`config.mk`:
```
export PLATFORM = sky130hd
export DESIGN_NAME = dest_reg_tracker_flat
export DESIGN_NICKNAME = d
export VERILOG_FILES = /design/src/rtl/dest_reg_tracker_if.sv /design/src/rtl/dest_reg_tracker.sv /design/src/flat_wrapper.sv
export SDC_FILE = /design/constraint.sdc
export NUM_CORES = 1
export LEC_CHECK = 0
export CAP_MARGIN = 20
export CORE_AREA = 10 10 133 135
export DETAILED_ROUTE_END_ITERATION = 8
export DIE_AREA = 0 0 143 145
export PLACE_DENSITY = 0.55
export SETUP_SLACK_MARGIN = 0.05
export SLEW_MARGIN = 0
export SYNTH_ARGS = -nofsm -noshare
export SYNTH_HDL_FRONTEND = slang
export SYNTH_SLANG_ARGS = --single-unit
```
`constraint.sdc`:
```
create_clock -name clk -period 2.4 [get_ports clk]
set_input_delay 0.36 -clock clk [delete_from_list [all_inputs] [get_ports clk]]
set_output_delay 0.36 -clock clk [all_outputs]
set_load 0.05 [all_outputs]
```
`src/rtl/dest_reg_tracker_if.sv`:
```
// Issue/hazard/writeback bundle between decode, the destination tracker
// and the register file write port.
interface dest_reg_tracker_if #(
    parameter int ADDR_W = 5
);
    logic              issue_valid;
    logic [1:0]        rd_select;
    logic [ADDR_W-1:0] rt_addr;
    logic [ADDR_W-1:0] rd_addr;
    logic [ADDR_W-1:0] src_a;
    logic [ADDR_W-1:0] src_b;
    logic              stall;
    logic              flush;
    logic [ADDR_W-1:0] issue_dest;
    logic              hazard_a;
    logic              hazard_b;
    logic              wb_valid;
    logic [ADDR_W-1:0] wb_addr;
    logic              busy;

    // Decode/control side: presents instructions, consumes hazard and writeback info.
    modport master (
        output issue_valid, rd_select, rt_addr, rd_addr, src_a, src_b, stall, flush,
        input  issue_dest, hazard_a, hazard_b, wb_valid, wb_addr, busy
    );

    // Tracker side.
    modport slave (
        input  issue_valid, rd_select, rt_addr, rd_addr, src_a, src_b, stall, flush,
        output issue_dest, hazard_a, hazard_b, wb_valid, wb_addr, busy
    );
endinterface

```
`src/rtl/dest_reg_tracker.sv`:
```
// Destination register tracker: selects the write destination at issue,
// carries it through a DEPTH-stage writeback pipeline and keeps a
// per-register pending-write count used for RAW hazard detection.
module dest_reg_tracker #(
    parameter int ADDR_W   = 5,
    parameter int DEPTH    = 3,
    parameter int LINK_REG = 31
) (
    input  logic               clk,
    input  logic               reset_n,
    dest_reg_tracker_if.slave  bus
);
    localparam int CNT_W = $clog2(DEPTH + 1);
    localparam int NREG  = 1 << ADDR_W;

    logic [ADDR_W-1:0] destSel;
    logic              wen;
    logic              issueAccept;
    logic              retire;

    logic [DEPTH-1:0]  valid_q;
    logic [DEPTH-1:0]  valid_d;
    logic [ADDR_W-1:0] addr_q [DEPTH];
    logic [ADDR_W-1:0] addr_d [DEPTH];
    logic [CNT_W-1:0]  cnt_q  [NREG];
    logic [CNT_W-1:0]  cnt_d  [NREG];

    // Destination mux; the no-write mode still reports rt but never tracks it.
    always_comb begin
        destSel = bus.rt_addr;
        case (bus.rd_select)
            2'd0:    destSel = bus.rt_addr;
            2'd1:    destSel = bus.rd_addr;
            2'd2:    destSel = ADDR_W'(LINK_REG);
            default: destSel = bus.rt_addr;
        endcase
        wen = (bus.rd_select != 2'd3) && (destSel != '0);
    end

    assign issueAccept = bus.issue_valid && !bus.stall && !bus.flush;
    assign retire      = valid_q[DEPTH-1] && !bus.stall && !bus.flush;

    // Next state of the writeback pipeline: flush clears, stall holds, otherwise shift.
    always_comb begin
        valid_d = valid_q;
        addr_d  = addr_q;
        if (bus.flush) begin
            valid_d = '0;
        end else if (!bus.stall) begin
            for (int i = DEPTH - 1; i > 0; i--) begin
                valid_d[i] = valid_q[i-1];
                addr_d[i]  = addr_q[i-1];
            end
            valid_d[0] = issueAccept && wen;
            addr_d[0]  = destSel;
        end
    end

    // Next state of the pending-write counters; issue and retire to one register cancel.
    always_comb begin
        cnt_d = cnt_q;
        for (int r = 0; r < NREG; r++) begin
            if (bus.flush) begin
                cnt_d[r] = '0;
            end else if ((issueAccept && wen && (destSel == ADDR_W'(r))) &&
                         !(retire && (addr_q[DEPTH-1] == ADDR_W'(r)))) begin
                cnt_d[r] = cnt_q[r] + CNT_W'(1);
            end else if (!(issueAccept && wen && (destSel == ADDR_W'(r))) &&
                         (retire && (addr_q[DEPTH-1] == ADDR_W'(r)))) begin
                cnt_d[r] = cnt_q[r] - CNT_W'(1);
            end
        end
    end

    // State registers with asynchronous clear.
    always_ff @(posedge clk or negedge reset_n) begin
        if (!reset_n) begin
            valid_q <= '0;
            for (int i = 0; i < DEPTH; i++) begin
                addr_q[i] <= '0;
            end
            for (int r = 0; r < NREG; r++) begin
                cnt_q[r] <= '0;
            end
        end else begin
            valid_q <= valid_d;
            addr_q  <= addr_d;
            cnt_q   <= cnt_d;
        end
    end

    assign bus.issue_dest = destSel;
    assign bus.hazard_a   = (bus.src_a != '0) && (cnt_q[bus.src_a] != '0);
    assign bus.hazard_b   = (bus.src_b != '0) && (cnt_q[bus.src_b] != '0);
    assign bus.wb_valid   = retire;
    assign bus.wb_addr    = addr_q[DEPTH-1];
    assign bus.busy       = |valid_q;
endmodule

```
`src/flat_wrapper.sv`:
```
// flat-port wrapper written by rule: the top's interface ports become plain ports
module dest_reg_tracker_flat 
#(
    parameter int ADDR_W   = 5,
    parameter int DEPTH    = 3,
    parameter int LINK_REG = 31
)
  (clk, reset_n, bus_issue_valid, bus_rd_select, bus_rt_addr, bus_rd_addr, bus_src_a, bus_src_b, bus_stall, bus_flush, bus_issue_dest, bus_hazard_a, bus_hazard_b, bus_wb_valid, bus_wb_addr, bus_busy);
  dest_reg_tracker_if #(.ADDR_W(ADDR_W)) bus_i ();
  input  logic clk;
  input  logic reset_n;
  input wire logic [$bits(bus_i.issue_valid)-1:0] bus_issue_valid;
  input wire logic [$bits(bus_i.rd_select)-1:0] bus_rd_select;
  input wire logic [$bits(bus_i.rt_addr)-1:0] bus_rt_addr;
  input wire logic [$bits(bus_i.rd_addr)-1:0] bus_rd_addr;
  input wire logic [$bits(bus_i.src_a)-1:0] bus_src_a;
  input wire logic [$bits(bus_i.src_b)-1:0] bus_src_b;
  input wire logic [$bits(bus_i.stall)-1:0] bus_stall;
  input wire logic [$bits(bus_i.flush)-1:0] bus_flush;
  output wire logic [$bits(bus_i.issue_dest)-1:0] bus_issue_dest;
  output wire logic [$bits(bus_i.hazard_a)-1:0] bus_hazard_a;
  output wire logic [$bits(bus_i.hazard_b)-1:0] bus_hazard_b;
  output wire logic [$bits(bus_i.wb_valid)-1:0] bus_wb_valid;
  output wire logic [$bits(bus_i.wb_addr)-1:0] bus_wb_addr;
  output wire logic [$bits(bus_i.busy)-1:0] bus_busy;
  assign bus_i.issue_valid = bus_issue_valid;
  assign bus_i.rd_select = bus_rd_select;
  assign bus_i.rt_addr = bus_rt_addr;
  assign bus_i.rd_addr = bus_rd_addr;
  assign bus_i.src_a = bus_src_a;
  assign bus_i.src_b = bus_src_b;
  assign bus_i.stall = bus_stall;
  assign bus_i.flush = bus_flush;
  assign bus_issue_dest = bus_i.issue_dest;
  assign bus_hazard_a = bus_i.hazard_a;
  assign bus_hazard_b = bus_i.hazard_b;
  assign bus_wb_valid = bus_i.wb_valid;
  assign bus_wb_addr = bus_i.wb_addr;
  assign bus_busy = bus_i.busy;
  dest_reg_tracker #(.ADDR_W(ADDR_W), .DEPTH(DEPTH), .LINK_REG(LINK_REG)) u_core (.clk(clk), .reset_n(reset_n), .bus(bus_i));
endmodule
```
; ---- After elaboration in Yosys (flattened, before gate mapping)
; Index checks and enable logic that the tools add are counted.
[word_totals]
ff_bits = 82
mem_bits_ro = 0
mem_bits_rw = 0
n_memories = 0
latch_bits = 0
[op_classes]
shifts = 0
n_eq_ne = 66
n_mul = 0
bitwise = 4
addsub = 64
n_reduce_logical = 243
n_lt_le_gt_ge = 2
mux = 105
div = 0
[ops]
columns = operator, count
row1 = 2-to-1 mux 2 bit, 100
row2 = == test 5 bit (second input constant), 32
row3 = logical AND 1 bit, 136
row4 = nonzero test 3 bit, 32
row5 = == test 5 x 4 -> 1 bit (second input constant), 16
row6 = logical NOT 1 bit, 66
row7 = adder 2 x 1 -> 2 bit (second input constant), 32
row8 = subtractor 2 x 1 -> 2 bit (second input constant), 32
row9 = == test 5 x 3 -> 1 bit (second input constant), 8
row10 = binary-select mux 2 bit (select 5 bit), 2
row11 = == test 5 x 2 -> 1 bit (second input constant), 4
row12 = nonzero test 5 bit, 3
row13 = greater-or-equal comparator 6 bit (second input constant), 2
row14 = inverter 5 -> 6 bit, 2
row15 = == test 5 x 1 -> 1 bit (second input constant), 2
row16 = logical NOT 5 bit, 2
row17 = one-hot mux 5 bit (2 select lines), 1
row18 = 2-to-1 mux 3 bit, 2
row19 = nonzero test 2 bit, 2
row20 = OR reduction 3 bit, 1
row21 = == test 2 x 1 -> 1 bit (second input constant), 1
row22 = == test 2 bit (second input constant), 1
row23 = inequality test 2 x 1 -> 1 bit (second input constant), 1
row24 = inequality test 2 bit (second input constant), 1
row25 = 2 further kinds, 3

; ---- Longest topological paths before layout
[logic_depth]
ltp_word = 11
depth_mapped = 10
mapped_depth_nobuf = 7

; ---- Worst setup path after synthesis
; OpenSTA, ideal clock, no wires.
[synth_timing]
kind = input to output
startpoint = input bus_src_b[0]
endpoint = output bus_hazard_b
stages = 4
n_path_buf = 1
path_slack_ps = -626
t_arrival_ps = 2666
t_required_ps = 2040
path_cell_list = clkbuf_1 > mux4_2 > mux2_2 > a311oi_1
[synth_via]
elab_chain_len = 6
[synth_rtl]
columns = item, line
row1 = "start, declared", flat_wrapper.sv:17  ; input wire logic [$bits(bus_i.src_b)-1:0] bus_src_b;
row2 = inverter 5 -> 6 bit (not written as such), dest_reg_tracker.sv:94  ; assign bus.hazard_b = (bus.src_b != '0) && (cnt_q[bus.src_b] != '0);
row3 = binary-select mux 2 bit (select 5 bit), dest_reg_tracker.sv:94
row4 = 2-to-1 mux 2 bit (not written as such) (2 in series), dest_reg_tracker.sv:94
row5 = nonzero test 2 bit, dest_reg_tracker.sv:94
row6 = logical AND 1 bit *, dest_reg_tracker.sv:94
row7 = "end, declared", flat_wrapper.sv:22  ; output wire logic [$bits(bus_i.hazard_b)-1:0] bus_hazard_b;
; Every way passes the cells marked *; elsewhere a longest branch is shown, timed or not. The select of a mux whose other input is x is not followed.

; ---- Worst setup path after layout
[layout_timing]
startpoint = register u_core.cnt_q[51] in the netlist's numbering
endpoint = output bus_hazard_a
[layout_via]
elab_chain_len = 5
[layout_rtl]
columns = item, line
row1 = "start, declared", dest_reg_tracker.sv:25  ; logic [CNT_W-1:0] cnt_q [NREG];
row2 = "start signal, assigned", dest_reg_tracker.sv:88  ; cnt_q <= cnt_d;
row3 = binary-select mux 2 bit (select 5 bit), dest_reg_tracker.sv:93  ; assign bus.hazard_a = (bus.src_a != '0) && (cnt_q[bus.src_a] != '0);
row4 = 2-to-1 mux 2 bit (not written as such) (2 in series), dest_reg_tracker.sv:93
row5 = nonzero test 2 bit, dest_reg_tracker.sv:93
row6 = logical AND 1 bit, dest_reg_tracker.sv:93
row7 = "end, declared", flat_wrapper.sv:21  ; output wire logic [$bits(bus_i.hazard_a)-1:0] bus_hazard_a;
; Every way passes these cells. The select of a mux whose other input is x is not followed.

==> results.sh <==
export IMPL_antenna_cells=0
export IMPL_path_class="reg2out"
export IMPL_max_cap_violations=0
export IMPL_setup_viol=1
export IMPL_sequential_cell_area_um2=2004
export IMPL_synth_cell_types=66
export IMPL_cp_arrival_ns=2.06
export IMPL_end_kind="output port"
export IMPL_crit_fanout=2
export IMPL_synth_edf_count=0
export IMPL_final_util=0.5505
export IMPL_relSlewSlack=0.5616
export IMPL_netlist_area_leader_share=0.3406
export IMPL_area_delta_synth_final_pct=40.78
export IMPL_power_total_mw=4.130
export IMPL_die_y_um=145
export IMPL_grt_total_usage=0.2033
export IMPL_cts_tree="built"
export IMPL_drt_iter0_drc=585
export IMPL_fin_area_um2=8275
export IMPL_grt_pass1_vias=6291
export IMPL_period_share=1.009
export IMPL_wl_met1_um=9127
export IMPL_antenna_left=0
export IMPL_dr_pass1_iters=5
export IMPL_leakage_nw=3.165
export IMPL_start_kind="flop"
export IMPL_ys_ff_latch=80
export IMPL_gp_congestion=0.8548
export IMPL_hold_class="in2async"
export IMPL_start_util=0.3910
export IMPL_vias_per_cell=6.145
export IMPL_timing_final_max_slew_violations=0
export IMPL_routed_wl_um=21290
export IMPL_synth_cells_most_frequent="dfrtp_1 (80), nor3_1 (76), nor2_1 (62), nand2_1 (46), o21ai_0 (33)"
export IMPL_insertion_delay_ns=0.36
export IMPL_ys_warn_count=0
export IMPL_die_area_um2=20740
export IMPL_die_w_um=143
export IMPL_ys_flop_type="dfrtp_1"
export IMPL_yosys_area_top_type="dfrtp_1"
export IMPL_setup_ws_ns=-0.02141
export IMPL_rows=45
export IMPL_drive_above_1_share=0.3401
export IMPL_wl_per_cell_um=20.87
export IMPL_met2_length_um=10150
export IMPL_tightest_slew_ns=0.6484
export IMPL_via_count=6268
export IMPL_synth_most_common_cell="dfrtp_1"
export IMPL_cp_required_ns=2.04
export IMPL_avgSynthCellArea_um2=8.800
export IMPL_multiInputGateArea_um2=3968
export IMPL_holdWs_ns=0.002672
export IMPL_synth_area_um2=5878
export IMPL_async_flop_share=1.000
export IMPL_violations="negative setup slack"
export IMPL_synth_cells=668
export IMPL_port_buffers=40
export IMPL_ctsHoldBuffers=0
export IMPL_fin_skew_ns=0.006314
export IMPL_cts_buffers=9
export IMPL_wl_met3_um=1545
export IMPL_max_vdd_ir_drop_v=0.0003397
export IMPL_dpl_instance_area_um2=7292
export IMPL_io_pins=41
export IMPL_finalHoldViolCount=0
export IMPL_status="complete, but fails checks"
export IMPL_antenna_found_initial=0
export IMPL_synth_nets=698
export IMPL_core_area_um2=15030
export IMPL_grt_pass1_wl_um=33840
export IMPL_grt_ovfl_total=0
export IMPL_topRoutingLayerUsed="met4"
export IMPL_grt_max_degree=55
export IMPL_ctsHtreeMaxLevel=3
export IMPL_synthTopCellsByArea="dfrtp_1 (34%), nor3_1 (6.5%), xnor2_1 (4.5%)"
export IMPL_post_dp_hpwl_um=14770
export IMPL_power_density_nw_per_um2=499.0
export IMPL_min_period_ns=2.421
export IMPL_drcViolationCount=0
export IMPL_rsz0062_at_grt="true"
export IMPL_cts_path_max_buffers=2
export IMPL_yosysSeqAreaShare=0.3406
export IMPL_root_buffer="clkbuf_16"
export IMPL_nNetsFinal=857
export IMPL_clkSinkCount=80
export IMPL_clk_pin_slew_ns=0.06
export IMPL_n_fill_cell=1335
export IMPL_max_clock_freq_ghz=0.4130
-- per-layer routing --
layer	track usage	vias up
met2	0.3241	249
li1	-	2861
met4	0.07224	0
met3	0.04531	32
met5	0	-
met1	0.2627	3126
-- through the flow --
stage / setup TNS (ns) / cells / setup slack (ns)
final: -0.02141 / 1020 / -0.02141
after global routing: -0.2193 / 1020 / -0.09669
after CTS: -0.004404 / 1017 / -0.004404
after detailed placement: -26.23 / 966 / -0.5548
after global placement: -22.78 / 966 / -0.4721
after floorplan: 0 / 668 / 0.002495
-- cell usage in the layout (no fill, tap or decap), types with 5 or more instances in the layout --
cell type,synthesis,layout
dlygate4sd2_1,0,9
a211oi_4,3,7
nor2b_1,5,5
o21a_1,25,25
a2111oi_0,11,6
buf_12,0,8
o311a_1,9,9
clkbuf_16,0,10
a31oi_1,16,14
xnor2_1,30,30
mux4_2,11,11
xor2_1,7,7
a311oi_2,0,7
buf_4,5,144
buf_6,4,14
nor4_1,26,9
a21o_1,6,6
nand3_1,21,20
dfrtp_1,80,78
clkdlybuf4s50_1,0,21
o21ai_0,33,30
nand2_1,46,46
mux2_2,5,5
a311oi_1,16,8
nor3_1,76,73
nor2_1,62,58
or3_1,12,12
a21oi_1,14,14
nor4_2,3,19
nand4_1,6,6
-- cells by family (layout without fill, tap and decap cells) --
kind of cell / after synthesis / after routing / share of synthesized area
DFF: 80 / 80 / 0.3406
AOI/OAI and AO/OA: 168 / 168 / 0.2178
xor gates and xnor gates: 37 / 37 / 0.05513
adders and majority gates: 3 / 3 / 0.006386
and+or+nand+nor: 301 / 301 / 0.2737
muxes: 20 / 20 / 0.05854
buffers and inverters: 59 / 223 / 0.04789
-- state kept, by name, summed over array words and instances, names as in the netlist --
name and flops:
u_core.bus.wb_addr 5, u_core.valid_q 3, u_core.cnt_q 62, u_core.addr_q 10
-- report_power, final --
group	internal, mW	switching, mW
Sequential	1.41	0.0782
Combinational	0.506	0.705
Clock	0.817	0.616
Total	2.73	1.40
-- timing repair --
| item | in CTS | in global routing |
|---|---|---|
| gates resized for setup | 81 | 20 |
| gates cloned | 3 | 0 |
| setup buffers | 32 | 3 |
| endpoints found under the setup margin | 61 | 32 |
| pin swaps | 19 | 2 |
-- area by class of cell --
cell class / instances / share of cell area
timing repair buffer: 201 / 0.2106
inverter: 6 / 0.002721
sequential: 80 / 0.2422
clock buffer: 9 / 0.02721
clock inverter: 7 / 0.009374
multi-input combinational: 529 / 0.4794
tap: 188 / 0.02842
-- worst paths after layout --
path                                               to  slack (ns)  depth (start not counted)                  start
worst max-delay path                     bus_hazard_a       -0.02                          5       u_core.cnt_q[51]
worst min-delay path                 u_core.cnt_q[29]       0.003                          1                reset_n
worst max register to register       u_core.cnt_q[16]        0.15                          4  u_core.bus.wb_addr[3]
worst min register to register  u_core.bus.wb_addr[0]        0.47                          2       u_core.addr_q[5]
max in group asynchronous       u_core.bus.wb_addr[1]        1.73                          2                reset_n
min in group clk                    u_core.valid_q[0]        0.31                          2              bus_flush
-- worst max-delay path, cell delays in order (launching register included) --
cell	delay (ns)
dfrtp_1	0.40
nor2_2	0.08
mux4_2	0.48
a211o_1	0.27
o211ai_1	0.26
clkbuf_16	0.22
(Power assumes the default switching activity.)
